==> src/rtl/ros2_app_data_ctrl_pkg.sv <==
// Shared definitions for the ROS2 app-data controller: capacity default,
// publish/subscribe state encodings and a length clamp helper.
package ros2_app_data_ctrl_pkg;

  localparam int ROS2_MAX_APP_DATA_LEN = 32;

  typedef enum logic [1:0] {
    P_IDLE = 2'd0,
    P_REQ  = 2'd1,
    P_LOAD = 2'd2,
    P_REL  = 2'd3
  } pub_state_t;

  typedef enum logic [1:0] {
    S_IDLE = 2'd0,
    S_REQ  = 2'd1,
    S_RD   = 2'd2,
    S_REL  = 2'd3
  } sub_state_t;

  // Limit a length reported by the core to the buffer capacity.
  function automatic logic [7:0] clamp_len(input logic [7:0] len, input logic [7:0] max_len);
    return (len > max_len) ? max_len : len;
  endfunction

endpackage

==> src/rtl/ros2_app_sub_mem.sv <==
// Received-message memory: MAX_LEN x 8, synchronous write, asynchronous read.
// Contents are deliberately not reset.
module ros2_app_sub_mem #(
  parameter int MAX_LEN = 32,
  parameter int AW      = $clog2(MAX_LEN)
) (
  input  logic          clk_int,
  input  logic          i_wr_en,
  input  logic [AW-1:0] i_wr_addr,
  input  logic [7:0]    i_wr_data,
  input  logic [AW-1:0] i_rd_addr,
  output logic [7:0]    o_rd_data
);

  logic [7:0] r_mem [MAX_LEN];

  // Core write port.
  always_ff @(posedge clk_int) begin
    if (i_wr_en) r_mem[i_wr_addr] <= i_wr_data;
  end

  assign o_rd_data = r_mem[i_rd_addr];

endmodule

==> src/rtl/ros2_app_data_ctrl.sv <==
// Application-side controller for the ROS2 app-data buffers. The publish path
// stages a user byte stream and loads it atomically into the published
// register under req/grant/rel; the subscribe path owns the received-message
// memory and streams each message out under its own req/grant/rel.
module ros2_app_data_ctrl
  import ros2_app_data_ctrl_pkg::*;
#(
  parameter int MAX_LEN       = ROS2_MAX_APP_DATA_LEN,
  parameter int GRANT_TIMEOUT = 250000000
) (
  input  logic                       clk_int,
  input  logic                       rst_n,
  input  logic                       pub_wr_valid,
  output logic                       pub_wr_ready,
  input  logic [7:0]                 pub_wr_data,
  input  logic                       pub_wr_last,
  output logic                       pub_err,
  output logic                       pub_ovf,
  output logic [MAX_LEN*8-1:0]       ros2_pub_app_data,
  output logic [7:0]                 ros2_pub_app_data_len,
  output logic                       ros2_pub_app_data_req,
  output logic                       ros2_pub_app_data_rel,
  input  logic                       ros2_pub_app_data_grant,
  input  logic [$clog2(MAX_LEN)-1:0] ros2_sub_app_data_addr,
  input  logic                       ros2_sub_app_data_ce,
  input  logic                       ros2_sub_app_data_we,
  input  logic [7:0]                 ros2_sub_app_data_wdata,
  input  logic [7:0]                 ros2_sub_app_data_len,
  input  logic                       ros2_sub_app_data_recv,
  output logic                       ros2_sub_app_data_req,
  output logic                       ros2_sub_app_data_rel,
  input  logic                       ros2_sub_app_data_grant,
  output logic                       sub_rd_valid,
  input  logic                       sub_rd_ready,
  output logic [7:0]                 sub_rd_data,
  output logic                       sub_rd_last
);

  localparam int          AW     = $clog2(MAX_LEN);
  localparam logic [7:0]  LEN8   = 8'(MAX_LEN);
  localparam logic [31:0] TO_LIM = 32'(GRANT_TIMEOUT - 1);

  // ---------------- publish side ----------------
  pub_state_t                r_pub_state, w_pub_nxt;
  logic [7:0]                r_cnt;
  logic [7:0]                r_len;
  logic [31:0]               r_timer;
  logic [MAX_LEN-1:0][7:0]   r_staging;
  logic [MAX_LEN-1:0][7:0]   r_pub_data;
  logic [7:0]                r_pub_len;
  logic [7:0]                w_len_next;
  logic                      w_pub_wr_ready, w_pub_req, w_pub_rel, w_pub_err, w_pub_ovf;
  logic                      w_stage_we, w_cnt_inc, w_cnt_clr, w_len_latch, w_timer_clr, w_load;

  assign w_len_next = (r_cnt >= LEN8) ? LEN8 : r_cnt + 8'd1;

  // Publish state register.
  always_ff @(posedge clk_int or negedge rst_n) begin
    if (!rst_n) r_pub_state <= P_IDLE;
    else        r_pub_state <= w_pub_nxt;
  end

  // Publish next-state and strobes; the load happens on the grant edge so the
  // new message is visible in the cycle after grant.
  always_comb begin
    w_pub_nxt      = r_pub_state;
    w_pub_wr_ready = 1'b0;
    w_pub_req      = 1'b0;
    w_pub_rel      = 1'b0;
    w_pub_err      = 1'b0;
    w_pub_ovf      = 1'b0;
    w_stage_we     = 1'b0;
    w_cnt_inc      = 1'b0;
    w_cnt_clr      = 1'b0;
    w_len_latch    = 1'b0;
    w_timer_clr    = 1'b0;
    w_load         = 1'b0;
    case (r_pub_state)
      P_IDLE: begin
        w_pub_wr_ready = 1'b1;
        if (pub_wr_valid) begin
          if (r_cnt < LEN8) begin
            w_stage_we = 1'b1;
            w_cnt_inc  = 1'b1;
          end else begin
            w_pub_ovf  = 1'b1;
          end
          if (pub_wr_last) begin
            w_len_latch = 1'b1;
            w_timer_clr = 1'b1;
            w_pub_nxt   = P_REQ;
          end
        end
      end
      P_REQ: begin
        w_pub_req = 1'b1;
        if (ros2_pub_app_data_grant) begin
          w_load    = 1'b1;
          w_pub_nxt = P_LOAD;
        end else if (r_timer >= TO_LIM) begin
          w_pub_err = 1'b1;
          w_cnt_clr = 1'b1;
          w_pub_nxt = P_IDLE;
        end
      end
      P_LOAD: w_pub_nxt = P_REL;
      P_REL: begin
        w_pub_rel = 1'b1;
        w_cnt_clr = 1'b1;
        w_pub_nxt = P_IDLE;
      end
      default: w_pub_nxt = P_IDLE;
    endcase
  end

  // Byte counter, latched length and grant-wait timer.
  always_ff @(posedge clk_int or negedge rst_n) begin
    if (!rst_n) begin
      r_cnt   <= 8'd0;
      r_len   <= 8'd0;
      r_timer <= 32'd0;
    end else begin
      if (w_cnt_clr)      r_cnt <= 8'd0;
      else if (w_cnt_inc) r_cnt <= r_cnt + 8'd1;
      if (w_len_latch)    r_len <= w_len_next;
      if (w_timer_clr)                r_timer <= 32'd0;
      else if (r_pub_state == P_REQ)  r_timer <= r_timer + 32'd1;
    end
  end

  // Staging buffer; stale bytes beyond the length are masked at load time.
  always_ff @(posedge clk_int) begin
    if (w_stage_we) r_staging[r_cnt[AW-1:0]] <= pub_wr_data;
  end

  // Published message register, loaded in parallel with tail bytes zeroed.
  always_ff @(posedge clk_int or negedge rst_n) begin
    if (!rst_n) begin
      r_pub_data <= '0;
      r_pub_len  <= 8'd0;
    end else if (w_load) begin
      for (int i = 0; i < MAX_LEN; i++)
        r_pub_data[i] <= (i < int'(r_len)) ? r_staging[i] : 8'h00;
      r_pub_len <= r_len;
    end
  end

  assign pub_wr_ready          = w_pub_wr_ready;
  assign pub_err               = w_pub_err;
  assign pub_ovf               = w_pub_ovf;
  assign ros2_pub_app_data     = r_pub_data;
  assign ros2_pub_app_data_len = r_pub_len;
  assign ros2_pub_app_data_req = w_pub_req;
  assign ros2_pub_app_data_rel = w_pub_rel;

  // ---------------- subscribe side ----------------
  sub_state_t  r_sub_state, w_sub_nxt;
  logic [7:0]  r_rd_ptr;
  logic [7:0]  r_sub_len;
  logic        r_pend;
  logic        w_sub_req, w_sub_rel, w_sub_valid, w_sub_take, w_sub_adv;
  logic        w_sub_last, w_sub_enter_req;
  logic [7:0]  w_mem_rd;
  logic [7:0]  w_sub_len_in;

  assign w_sub_len_in    = clamp_len(ros2_sub_app_data_len, LEN8);
  assign w_sub_last      = (r_rd_ptr == r_sub_len - 8'd1);
  assign w_sub_enter_req = (w_sub_nxt == S_REQ) && (r_sub_state != S_REQ);

  ros2_app_sub_mem #(
    .MAX_LEN (MAX_LEN),
    .AW      (AW)
  ) u_sub_mem (
    .clk_int   (clk_int),
    .i_wr_en   (ros2_sub_app_data_ce & ros2_sub_app_data_we),
    .i_wr_addr (ros2_sub_app_data_addr),
    .i_wr_data (ros2_sub_app_data_wdata),
    .i_rd_addr (r_rd_ptr[AW-1:0]),
    .o_rd_data (w_mem_rd)
  );

  // Subscribe state register.
  always_ff @(posedge clk_int or negedge rst_n) begin
    if (!rst_n) r_sub_state <= S_IDLE;
    else        r_sub_state <= w_sub_nxt;
  end

  // Subscribe next-state and handshake outputs.
  always_comb begin
    w_sub_nxt   = r_sub_state;
    w_sub_req   = 1'b0;
    w_sub_rel   = 1'b0;
    w_sub_valid = 1'b0;
    w_sub_take  = 1'b0;
    w_sub_adv   = 1'b0;
    case (r_sub_state)
      S_IDLE: if (ros2_sub_app_data_recv) w_sub_nxt = S_REQ;
      S_REQ: begin
        w_sub_req = 1'b1;
        if (ros2_sub_app_data_grant) begin
          w_sub_take = 1'b1;
          w_sub_nxt  = (w_sub_len_in == 8'd0) ? S_REL : S_RD;
        end
      end
      S_RD: begin
        w_sub_req   = 1'b1;
        w_sub_valid = 1'b1;
        if (sub_rd_ready) begin
          w_sub_adv = 1'b1;
          if (w_sub_last) w_sub_nxt = S_REL;
        end
      end
      S_REL: begin
        w_sub_rel = 1'b1;
        w_sub_nxt = (r_pend || ros2_sub_app_data_recv) ? S_REQ : S_IDLE;
      end
      default: w_sub_nxt = S_IDLE;
    endcase
  end

  // Read pointer and sampled length.
  always_ff @(posedge clk_int or negedge rst_n) begin
    if (!rst_n) begin
      r_rd_ptr  <= 8'd0;
      r_sub_len <= 8'd0;
    end else if (w_sub_take) begin
      r_rd_ptr  <= 8'd0;
      r_sub_len <= w_sub_len_in;
    end else if (w_sub_adv) begin
      r_rd_ptr  <= r_rd_ptr + 8'd1;
    end
  end

  // One-deep pending flag: recvs seen while busy coalesce into one re-request.
  always_ff @(posedge clk_int or negedge rst_n) begin
    if (!rst_n)                                                        r_pend <= 1'b0;
    else if (w_sub_enter_req)                                          r_pend <= 1'b0;
    else if (ros2_sub_app_data_recv && (r_sub_state != S_IDLE))        r_pend <= 1'b1;
  end

  assign ros2_sub_app_data_req = w_sub_req;
  assign ros2_sub_app_data_rel = w_sub_rel;
  assign sub_rd_valid          = w_sub_valid;
  assign sub_rd_data           = w_sub_valid ? w_mem_rd : 8'h00;
  assign sub_rd_last           = w_sub_valid & w_sub_last;

endmodule

==> config.mk <==
export PLATFORM = sky130hd
export DESIGN_NAME = ros2_app_data_ctrl
export DESIGN_NICKNAME = d
export VERILOG_FILES = /design/src/rtl/ros2_app_data_ctrl_pkg.sv /design/src/rtl/ros2_app_sub_mem.sv /design/src/rtl/ros2_app_data_ctrl.sv
export SDC_FILE = /design/constraint.sdc
export NUM_CORES = 1
export LEC_CHECK = 0
export BUFFER_PORTS_ARGS = -buffer_cell sky130_fd_sc_hd__buf_2
export CAP_MARGIN = 20
export CORE_MARGIN = 2
export CORE_UTILIZATION = 53
export DETAILED_ROUTE_END_ITERATION = 7
export PLACE_DENSITY_LB_ADDON = 0.1
export SLEW_MARGIN = 20
export SYNTH_ARGS = -nofsm -noshare
export SYNTH_HDL_FRONTEND = slang
export SYNTH_HIERARCHICAL = 1
export SYNTH_SLANG_ARGS = --single-unit
==> constraint.sdc <==
create_clock -name clk_int -period 3 [get_ports clk_int]
set_input_delay 0.75 -clock clk_int [delete_from_list [all_inputs] [get_ports clk_int]]
set_output_delay 0.75 -clock clk_int [all_outputs]
set_load 0.005 [all_outputs]
Word level (Yosys, flattened, before mapping)
Memories as Yosys holds them, arrays and structs flattened.
Index checks and enable logic that the tools add are counted.
{"block": "totals", "mem_bits_rw": 256, "n_memories": 1, "regBits": 589, "out_inout_bits": 281, "input_bits": 39, "word_cells": 229}
{"block": "op_classes", "reduce_logical": 14, "bitwise": 2, "n_lt_le_gt_ge": 38, "eq_ne": 12, "n_addsub": 4, "muxes": 85}
{"name": "u_sub_mem.r_mem", "depth": 32, "word_bits": 8, "read_ports": 1, "rd_clocked_by_memory_dff": 0, "wr": 1, "line": "ros2_app_sub_mem.sv:15", "text": "logic [7:0] r_mem [MAX_LEN];"}
{"cell": "$mux W8", "count": 40}
{"cell": "$bwmux W256", "count": 1}
{"cell": "$lt A5 B8 Y1 const A", "count": 16}
{"cell": "$lt A4 B8 Y1 const A", "count": 8}
{"cell": "$mux W32", "count": 2}
{"cell": "$demux W8 S5", "count": 1}
{"cell": "$add A32 B1 Y32 const B", "count": 1}
{"cell": "$ge A32 B28 Y1 const B", "count": 1}
{"cell": "$lt A3 B8 Y1 const A", "count": 4}
{"cell": "$mux W1", "count": 30}
{"cell": "$add A8 B1 Y8 const B", "count": 2}
{"cell": "$lt A1 B8 Y1 const A", "count": 2}
{"cell": "$lt A2 B8 Y1 const A", "count": 2}
{"cell": "$mux W2", "count": 8}
{"cell": "$pmux W2 S4", "count": 2}
{"cell": "$reduce_bool A2 Y1", "count": 5}
{"cell": "$eq A2 B2 Y1 const B", "count": 4}
{"cell": "$eq A8 B8 Y1", "count": 1}
{"cell": "$ge A8 B6 Y1 const B", "count": 1}
{"cell": "$gt A8 B6 Y1 const B", "count": 1}
{"cell": "$logic_not A8 Y1", "count": 1}
{"cell": "$lt A8 B6 Y1 const B", "count": 1}
{"cell": "$sub A8 B1 Y8 const B", "count": 1}
{"cell": "$eq A2 B1 Y1 const B", "count": 3}
{"cell": "12 further kinds", "count": 17}

Logic depth before layout (Yosys ltp)
Gate-level depths: netlist (run 1).
{"block": "depth", "word_depth": 9, "ltp_mapped": 8}

Cells and area by module
Netlist (run 1), hierarchy kept.
{"module": "ros2_app_data_ctrl", "cells_per_inst": 1391, "area_per_inst_um2": 21104.0, "seq_area_each_um2": 16020.4, "instances": 1}
{"module": "ros2_app_sub_mem", "cells_per_inst": 409, "area_per_inst_um2": 9893.2, "seq_area_each_um2": 7687.4, "instances": 1}

Worst setup path after synthesis (run 1)
No wires, ideal clock.
{"block": "synth_path", "kind": "register to output", "startpoint": "register r_rd_ptr[2]", "endpoint": "output port sub_rd_data[0]", "stages_incl_launch_ff": 7, "path_buffers": 2, "arrival_ns": 2.284, "slack_ns": -0.034, "path_cell_list": "dfrtp_1 > clkbuf_1 > clkbuf_1 > mux4_2 > mux4_2 > mux2_2 > and2_1"}
{"block": "synth_via", "elab_chain_cells": 2}
{"item": "start, declared", "line": "ros2_app_data_ctrl.sv:158", "text": "logic [7:0] r_rd_ptr;"}
{"item": "start signal, assigned", "line": "ros2_app_data_ctrl.sv:230", "text": "r_rd_ptr <= r_rd_ptr + 8'd1;"}
{"item": "$mem_v2 Z32 W8"}
{"item": "net w_mem_rd[0]", "line": "ros2_app_data_ctrl.sv:163", "text": "logic [7:0] w_mem_rd;"}
{"item": "$mux W8", "line": "ros2_app_data_ctrl.sv:244", "text": "assign sub_rd_data = w_sub_valid ? w_mem_rd : 8'h00;"}
{"item": "end, declared", "line": "ros2_app_data_ctrl.sv:35", "text": "output logic [7:0] sub_rd_data,"}
The timed path passes the listed nets, and every way through them passes these cells.

Worst setup path after layout (run 1)
{"block": "layout_path", "startpoint": "register r_rd_ptr[0]", "endpoint": "output port sub_rd_data[7]"}
Same word-level chain as after synthesis.

==> impl_metrics.py, run 1 <==
metrics = {
    "sta": {
        "slew_violations": 0,
        "final_hold_viol_count": 0,
        "timing.setup.tns_ns": -6.02,
        "whs_ns": 0.0544,
        "rsz0062_at_grt": "yes",
        "worst_pin_slew_ns": 1.03,
        "period_share": 1.25,
        "timing.final.crit_period_ns": 3.75,
        "clock.fmax_mhz": 267,
        "clock_skew_ns": 0.0158,
        "timing.final.ws_setup_ns": -0.750,
        "slew_headroom": 0.312,
        "setup_viol": 9,
    },
    "logic_synthesis": {
        "ys_types": 55,
        "synth_top_family_by_area": "compound AO/OA/AOI/OAI gates",
        "synthAdderAreaFrac": 0.00444,
        "synthTopCellsByArea": "edfxtp_1 (50%), dfrtp_1 (27%), a22o_1 (6.9%)",
        "async_reset_ff_frac": 0.394,
        "ys_ff_latch": 845,
        "ys.flop_type": "edfxtp_1",
        "synth-compound-area-share": 0.0930,
        "synth_top_cell_by_area": "edfxtp_1",
        "netlist.area_leader.share": 0.496,
        "synth-simple-area-share": 0.0532,
        "netlist_area_mm2": 0.0310,
        "ys_seq_area_frac": 0.765,
        "yosys_warnings": 6,
        "synth-edff-count": 512,
        "avgSynthCellArea_um2": 17.2,
        "synth_nets": 1850,
        "synth.area.mux_share": 0.0646,
        "synthCells": 1800,
        "synth_xor_xnor_area_share": 0.00678,
    },
    "setup_path": {
        "cpMaxStageDelayCell": "mux4_2",
        "crit_chain": "buf_12 > buf_12 > mux4_2 > mux4_2 > mux2_4 > and2_4 > buf_6",
        "critPathRequiredTime_ns": 2.25,
        "cp-start-kind": "flop",
        "reg2reg_setup_slack_ns": 0.11,
        "regToRegStartpoint": "r_sub_len[0]",
        "critical_path_arrival_ns": 3.00,
        "crit_path_end_kind": "output pin",
        "r2r_cells": 17,
        "cp_top_family": "multiplexers",
        "path_buf_inv": 3,
        "worst_path_largest_cell_delay_ns": 0.55,
        "worstPathMaxFanout": 8,
        "crit_type": "reg2out",
        "worstReg2RegEnd": "r_sub_state[0]",
    },
    "cts": {
        "cts_root_buf": "clkbuf_16",
        "holdBufCountCts": 0,
        "path_clk_slew_ns": 0.06,
        "cts_max_level": 3,
        "clockBufferDepth": 3,
        "cts_buffers": 83,
        "clock_sinks": 845,
        "cts_tree": "built",
        "clock_latency_ns": 0.62,
    },
    "grt": {
        "grt_max_degree": 73,
        "grt-ovfl-total": 0,
        "grt_pass1_wl_mm": 114,
        "grt_use_total": 0.256,
        "antenna_found_initial": 2,
        "grt_pass1_vias": 17900,
    },
    "final_layout": {
        "utilization": 0.652,
        "drive_above_1_share": 0.312,
        "area_delta_synth_final_pct": 21.6,
        "nNetsFinal": 2330,
        "fill_cells": 4067,
        "instances_no_fill": 3111,
        "multi_input_area_mm2": 0.00704,
        "seq_area_mm2": 0.0237,
        "diodes": 0,
        "design_area_mm2": 0.0377,
    },
    "power": {
        "fin_total_pwr_mw": 33.5,
        "p_leak_nw": 15.1,
        "power_density_mw_per_mm2": 889,
        "max-vdd-ir-drop_mv": 0.674,
    },
    "floorplan": {
        "rows": 88,
        "start_util": 0.536,
        "die_area_mm2": 0.0604,
        "io_pins": 320,
        "core-area_mm2": 0.0578,
        "die_h_um": 246,
        "die_x_um": 246,
    },
    "placed_design": {
        "place_area_mm2": 0.0344,
        "io_buffers": 319,
        "dp.final_hpwl_mm": 50.4,
        "place_congestion": 0.815,
        "place_inst": 2938,
        "dpl_worst_slack_ns": -0.127,
    },
    "routing": {
        "vias": 18300,
        "drc": 0,
        "vias_per_cell": 5.87,
        "wire_per_inst_um": 24.7,
        "drtIter0Drc": 1580,
        "firstDrtPassIters": 5,
        "wl_mm": 76.9,
        "postRouteAntennaNets": 0,
    },
    "status": {
        "status": "finished, violations left",
        "violations": "setup timing",
    },
    "job": {
        "max-cap-violations": 0,
    },
    "worst_hold_path": {
        "min_path_type": "in2async",
    },
}
how the worst max path moves through the flow:
stage           startpoint             end  slack (ns)  cells after the start
3_5_place_dp   r_rd_ptr[0]  sub_rd_data[3]       -0.13                      6
4_1_cts        r_rd_ptr[0]  sub_rd_data[3]       -0.76                      7
6_report       r_rd_ptr[0]  sub_rd_data[7]       -0.75                      7
2_1_floorplan  r_rd_ptr[0]  sub_rd_data[0]        0.08                      6
5_1_grt        r_rd_ptr[0]  sub_rd_data[5]       -0.83                      7
3_3_place_gp   r_rd_ptr[0]  sub_rd_data[5]       -0.13                      6
power by group:
part / switching (mW) / internal (mW) / leakage [nW]
registers: 1.12 / 14.0 / 8.99
clock network: 4.35 / 6.42 / 1.39
logic: 3.82 / 3.83 / 4.74
total: 9.29 / 24.2 / 15.1
sequential cells by signal, indices dropped and copies added (netlist names), 8 cells and up, named ones only:
name	flops
r_cnt	8
r_len	8
r_rd_ptr	8
r_staging	256
r_sub_len	8
r_timer	32
ros2_pub_app_data	256
ros2_pub_app_data_len	8
u_sub_mem/r_mem	256
synth_stat cells (3+ instances only):
master	instances
mux2i_1	10
xnor2_1	11
nor2_1	109
and2_1	20
ha_1	11
and3_1	7
dfrtp_1	333
o21ai_0	58
a21oi_1	37
nor4_1	8
xor2_1	13
a22o_1	243
edfxtp_1	512
buf_4	6
o41ai_1	3
nor3_1	12
nand3_1	31
nand4_1	13
o22ai_1	4
nand3b_1	7
o31ai_1	8
or3_1	3
inv_1	19
buf_2	3
mux4_2	80
a31oi_1	3
nor2b_1	3
or3b_2	6
o211ai_1	7
clkbuf_1	63
nand2_1	110
nand2b_1	3
buf_1	8
a211oi_1	3
mux2_2	9
timing repair:
| action | in CTS | in global routing |
|---|---|---|
| gates resized for setup | 25 | 24 |
| pin swaps | 5 | 5 |
| buffers inserted | 19 | 3 |
| cloned | 2 | 1 |
| endpoints found under the setup margin | 210 | 11 |
layout by cell type (no fill, tap or decap), types with 17 or more instances in the layout:
cell type	netlist	layout
nand2_1	110	109
nor2_1	109	109
mux4_2	80	80
edfxtp_1	512	512
buf_4	6	137
a21oi_1	37	36
nand3_1	31	30
clkbuf_16	0	87
o21ai_0	58	55
buf_2	3	315
a22o_1	243	243
dfrtp_1	333	330
inv_1	19	17
cell families (layout without fill, tap and decap cells):
| family | Yosys count | after routing |
|---|---|---|
| simple gates | 347 | 347 |
| fa+ha+maj | 11 | 11 |
| xor+xnor | 24 | 24 |
| mux | 99 | 99 |
| buf+inv | 100 | 646 |
| compound gates | 374 | 374 |
| flops | 845 | 845 |
cell type report:
cell class,count,share of cell area
Clock buffer,112,0.0626
Multi-Input combinational cell,855,0.187
Tap cell,765,0.0254
Timing Repair Buffer,476,0.0807
Inverter,19,0.00189
Clock inverter,39,0.0136
Sequential cell,845,0.629
layer usage:
layer  global-route usage  vias up  wire length, um
met4               0.0679        0             1750
met1                0.362     9457            32200
li1                     -     7998                -
met2                0.416      700            37700
met5                    0        -                0
met3               0.0449      111             5340
Power figures use the tool's default switching activity.
==> inputs of run 2 (changes only) <==
--- a/config.mk
+++ b/config.mk
@@ -7,10 +7,13 @@
 export LEC_CHECK = 0
 export BUFFER_PORTS_ARGS = -buffer_cell sky130_fd_sc_hd__buf_2
 export CAP_MARGIN = 20
+export CELL_PAD_IN_SITES_DETAIL_PLACEMENT = 1
+export CELL_PAD_IN_SITES_GLOBAL_PLACEMENT = 1
 export CORE_MARGIN = 2
-export CORE_UTILIZATION = 53
+export CORE_UTILIZATION = 45
 export DETAILED_ROUTE_END_ITERATION = 7
 export PLACE_DENSITY_LB_ADDON = 0.1
+export RECOVER_POWER = 50
 export SLEW_MARGIN = 20
 export SYNTH_ARGS = -nofsm -noshare
 export SYNTH_HDL_FRONTEND = slang
==> run 2 against run 1 <==
  * The flow finishes with violations (capacitance limit, slew limit, setup timing)
  * Clock skew is 0.0047 ns higher
  * Register-to-register slack hardly changed
  * Critical endpoint is now sub_rd_data[0]
  * Via count is 0.14% lower
  * Highest routed layer unchanged
  * Wire length is 9.6% higher
  * First-iteration DRC count is 7.0% lower
  * Count of clock-buffer cells in the layout is 5 higher
  * Critical path type unchanged
  * Critical path depth stayed put
  * Power is 0.64% higher
  * Worst hold slack better by 0.33 ns
  * Cell area is 0.16% lower
==> impl_metrics.py, run 2 (synthesis gave the netlist of run 1 again) <==
metrics = {
    "sta": {
        "setup_viol": 9,
        "timing.final.ws_setup_ns": -0.769,
        "period_share": 1.26,
        "whs_ns": 0.382,
        "timing.setup.tns_ns": -6.12,
        "final_hold_viol_count": 0,
        "clock.fmax_mhz": 265,
        "slew_violations": 229,
        "slew_headroom": -0.741,
        "rsz0062_at_grt": "yes",
        "clock_skew_ns": 0.0204,
        "worst_pin_slew_ns": 2.61,
        "timing.final.crit_period_ns": 3.77,
    },
    "setup_path": {
        "crit_type": "reg2out",
        "crit_path_end_kind": "output pin",
        "critical_path_arrival_ns": 3.02,
        "critPathRequiredTime_ns": 2.25,
        "worstSetupStartpoint": "r_rd_ptr[0]",
        "cp-start-kind": "flop",
        "worstPathMaxFanout": 8,
    },
    "power": {
        "max-vdd-ir-drop_mv": 0.525,
        "power_density_mw_per_mm2": 896,
        "fin_total_pwr_mw": 33.7,
        "p_leak_nw": 14.9,
    },
    "job": {
        "max-cap-violations": 6,
    },
    "grt": {
        "grt_max_degree": 107,
        "grt_use_total": 0.237,
        "grt_pass1_vias": 19200,
        "grt-ovfl-total": 0,
        "grt_pass1_wl_mm": 125,
        "antenna_found_initial": 0,
    },
    "placed_design": {
        "place_inst": 3050,
        "dp.final_hpwl_mm": 55.9,
        "io_buffers": 319,
        "place_area_mm2": 0.0346,
        "place_congestion": 0.806,
        "dpl_worst_slack_ns": -0.151,
    },
    "routing": {
        "wl_mm": 84.3,
        "vias": 18200,
        "wire_per_inst_um": 26.1,
        "postRouteAntennaNets": 0,
        "vias_per_cell": 5.65,
        "drc": 0,
        "drtIter0Drc": 1469,
        "firstDrtPassIters": 5,
    },
    "status": {
        "violations": "capacitance limit, slew limit, setup timing",
        "status": "finished, violations left",
    },
    "final_layout": {
        "drive_above_1_share": 0.286,
        "nNetsFinal": 2323,
        "mostFrequentLayoutCell": "edfxtp_1",
        "design_area_mm2": 0.0376,
        "area_delta_synth_final_pct": 21.4,
        "multi_input_area_mm2": 0.00700,
        "final_cell_mix": "edfxtp_1 (512), dfrtp_1 (329), buf_2 (304)",
        "instances_no_fill": 3229,
        "utilization": 0.551,
        "diodes": 0,
        "seq_area_mm2": 0.0237,
        "fill_cells": 6386,
    },
    "worst_hold_path": {
        "hp-start": "ros2_sub_app_data_len[4]",
        "min_path_type": "in2reg",
    },
    "cts": {
        "clockBufferDepth": 3,
        "holdBufCountCts": 0,
        "clock_sinks": 845,
        "cts_root_buf": "clkbuf_16",
        "cts_max_level": 3,
        "clock_latency_ns": 0.63,
        "cts_buffers": 88,
        "cts_tree": "built",
        "path_clk_slew_ns": 0.06,
    },
    "floorplan": {
        "rows": 96,
        "core-area_mm2": 0.0683,
        "io_pins": 320,
        "die_h_um": 266,
        "die_area_mm2": 0.0710,
        "die_x_um": 266,
        "start_util": 0.454,
    },
}
run 2: changes by cell type in the layout (fill, tap and decap cells not counted), moves of 3 or more:
| cell | before | now |
|---|---|---|
| clkbuf_16 | 87 | 95 |
| buf_2 | 315 | 304 |
| clkinv_4 | 0 | 3 |
| clkinv_1 | 7 | 10 |
| clkbuf_2 | 0 | 5 |
| clkinv_2 | 11 | 16 |
| clkbuf_8 | 11 | 4 |
| clkbuf_1 | 15 | 70 |
| clkinvlp_4 | 6 | 3 |
| buf_6 | 7 | 3 |
| buf_4 | 137 | 84 |
run 2: timing repair:
action,in CTS,in global routing
buffers inserted,9,1
gates cloned,1,4
endpoints found under the setup margin,10,10
gates resized for setup,22,20
pin swaps,6,3
run 2: cell type report:
type / count / area share
flip-flops and latches: 845 / 0.630
clock inverters: 47 / 0.0145
multi-input cells: 855 / 0.186
well taps: 882 / 0.0293
inverters: 19 / 0.00189
repair buffers: 464 / 0.0742
clock buffers: 117 / 0.0642
run 2: path summary, 6_finish.rpt:
path                                                to  slack (ns)  depth (start not counted)
worst max-delay path                    sub_rd_data[0]       -0.77                          7
worst min-delay path                      r_sub_len[4]        0.38                          2
worst max register to register  ros2_pub_app_data[224]        0.12                          6
worst min register to register  ros2_pub_app_data[100]        0.46                          1
max in group asynchronous                  r_timer[29]        0.30                          2
min in group asynchronous       ros2_pub_app_data[158]        0.76                          1
run 2: power by group:
part	internal, mW	switching, mW
clock	6.56	4.53
combinational	3.64	3.77
sequential	14.0	1.24
run 2: routing by layer:
layer / track usage / routed length (um) / vias to the layer above
li1: - / - / 7975
met2: 0.393 / 41700 / 484
met4: 0.0595 / 1590 / 0
met1: 0.334 / 37000 / 9684
met5: 0 / 0 / -
met3: 0.0328 / 3950 / 98
run 2: critical path, cell delays in order (launching register included):
cell and delay (ns):
dfrtp_4 0.44, buf_12 0.16, clkbuf_16 0.17, mux4_2 0.49
mux4_2 0.49, mux2_4 0.33, and2_1 0.16, buf_2 0.12
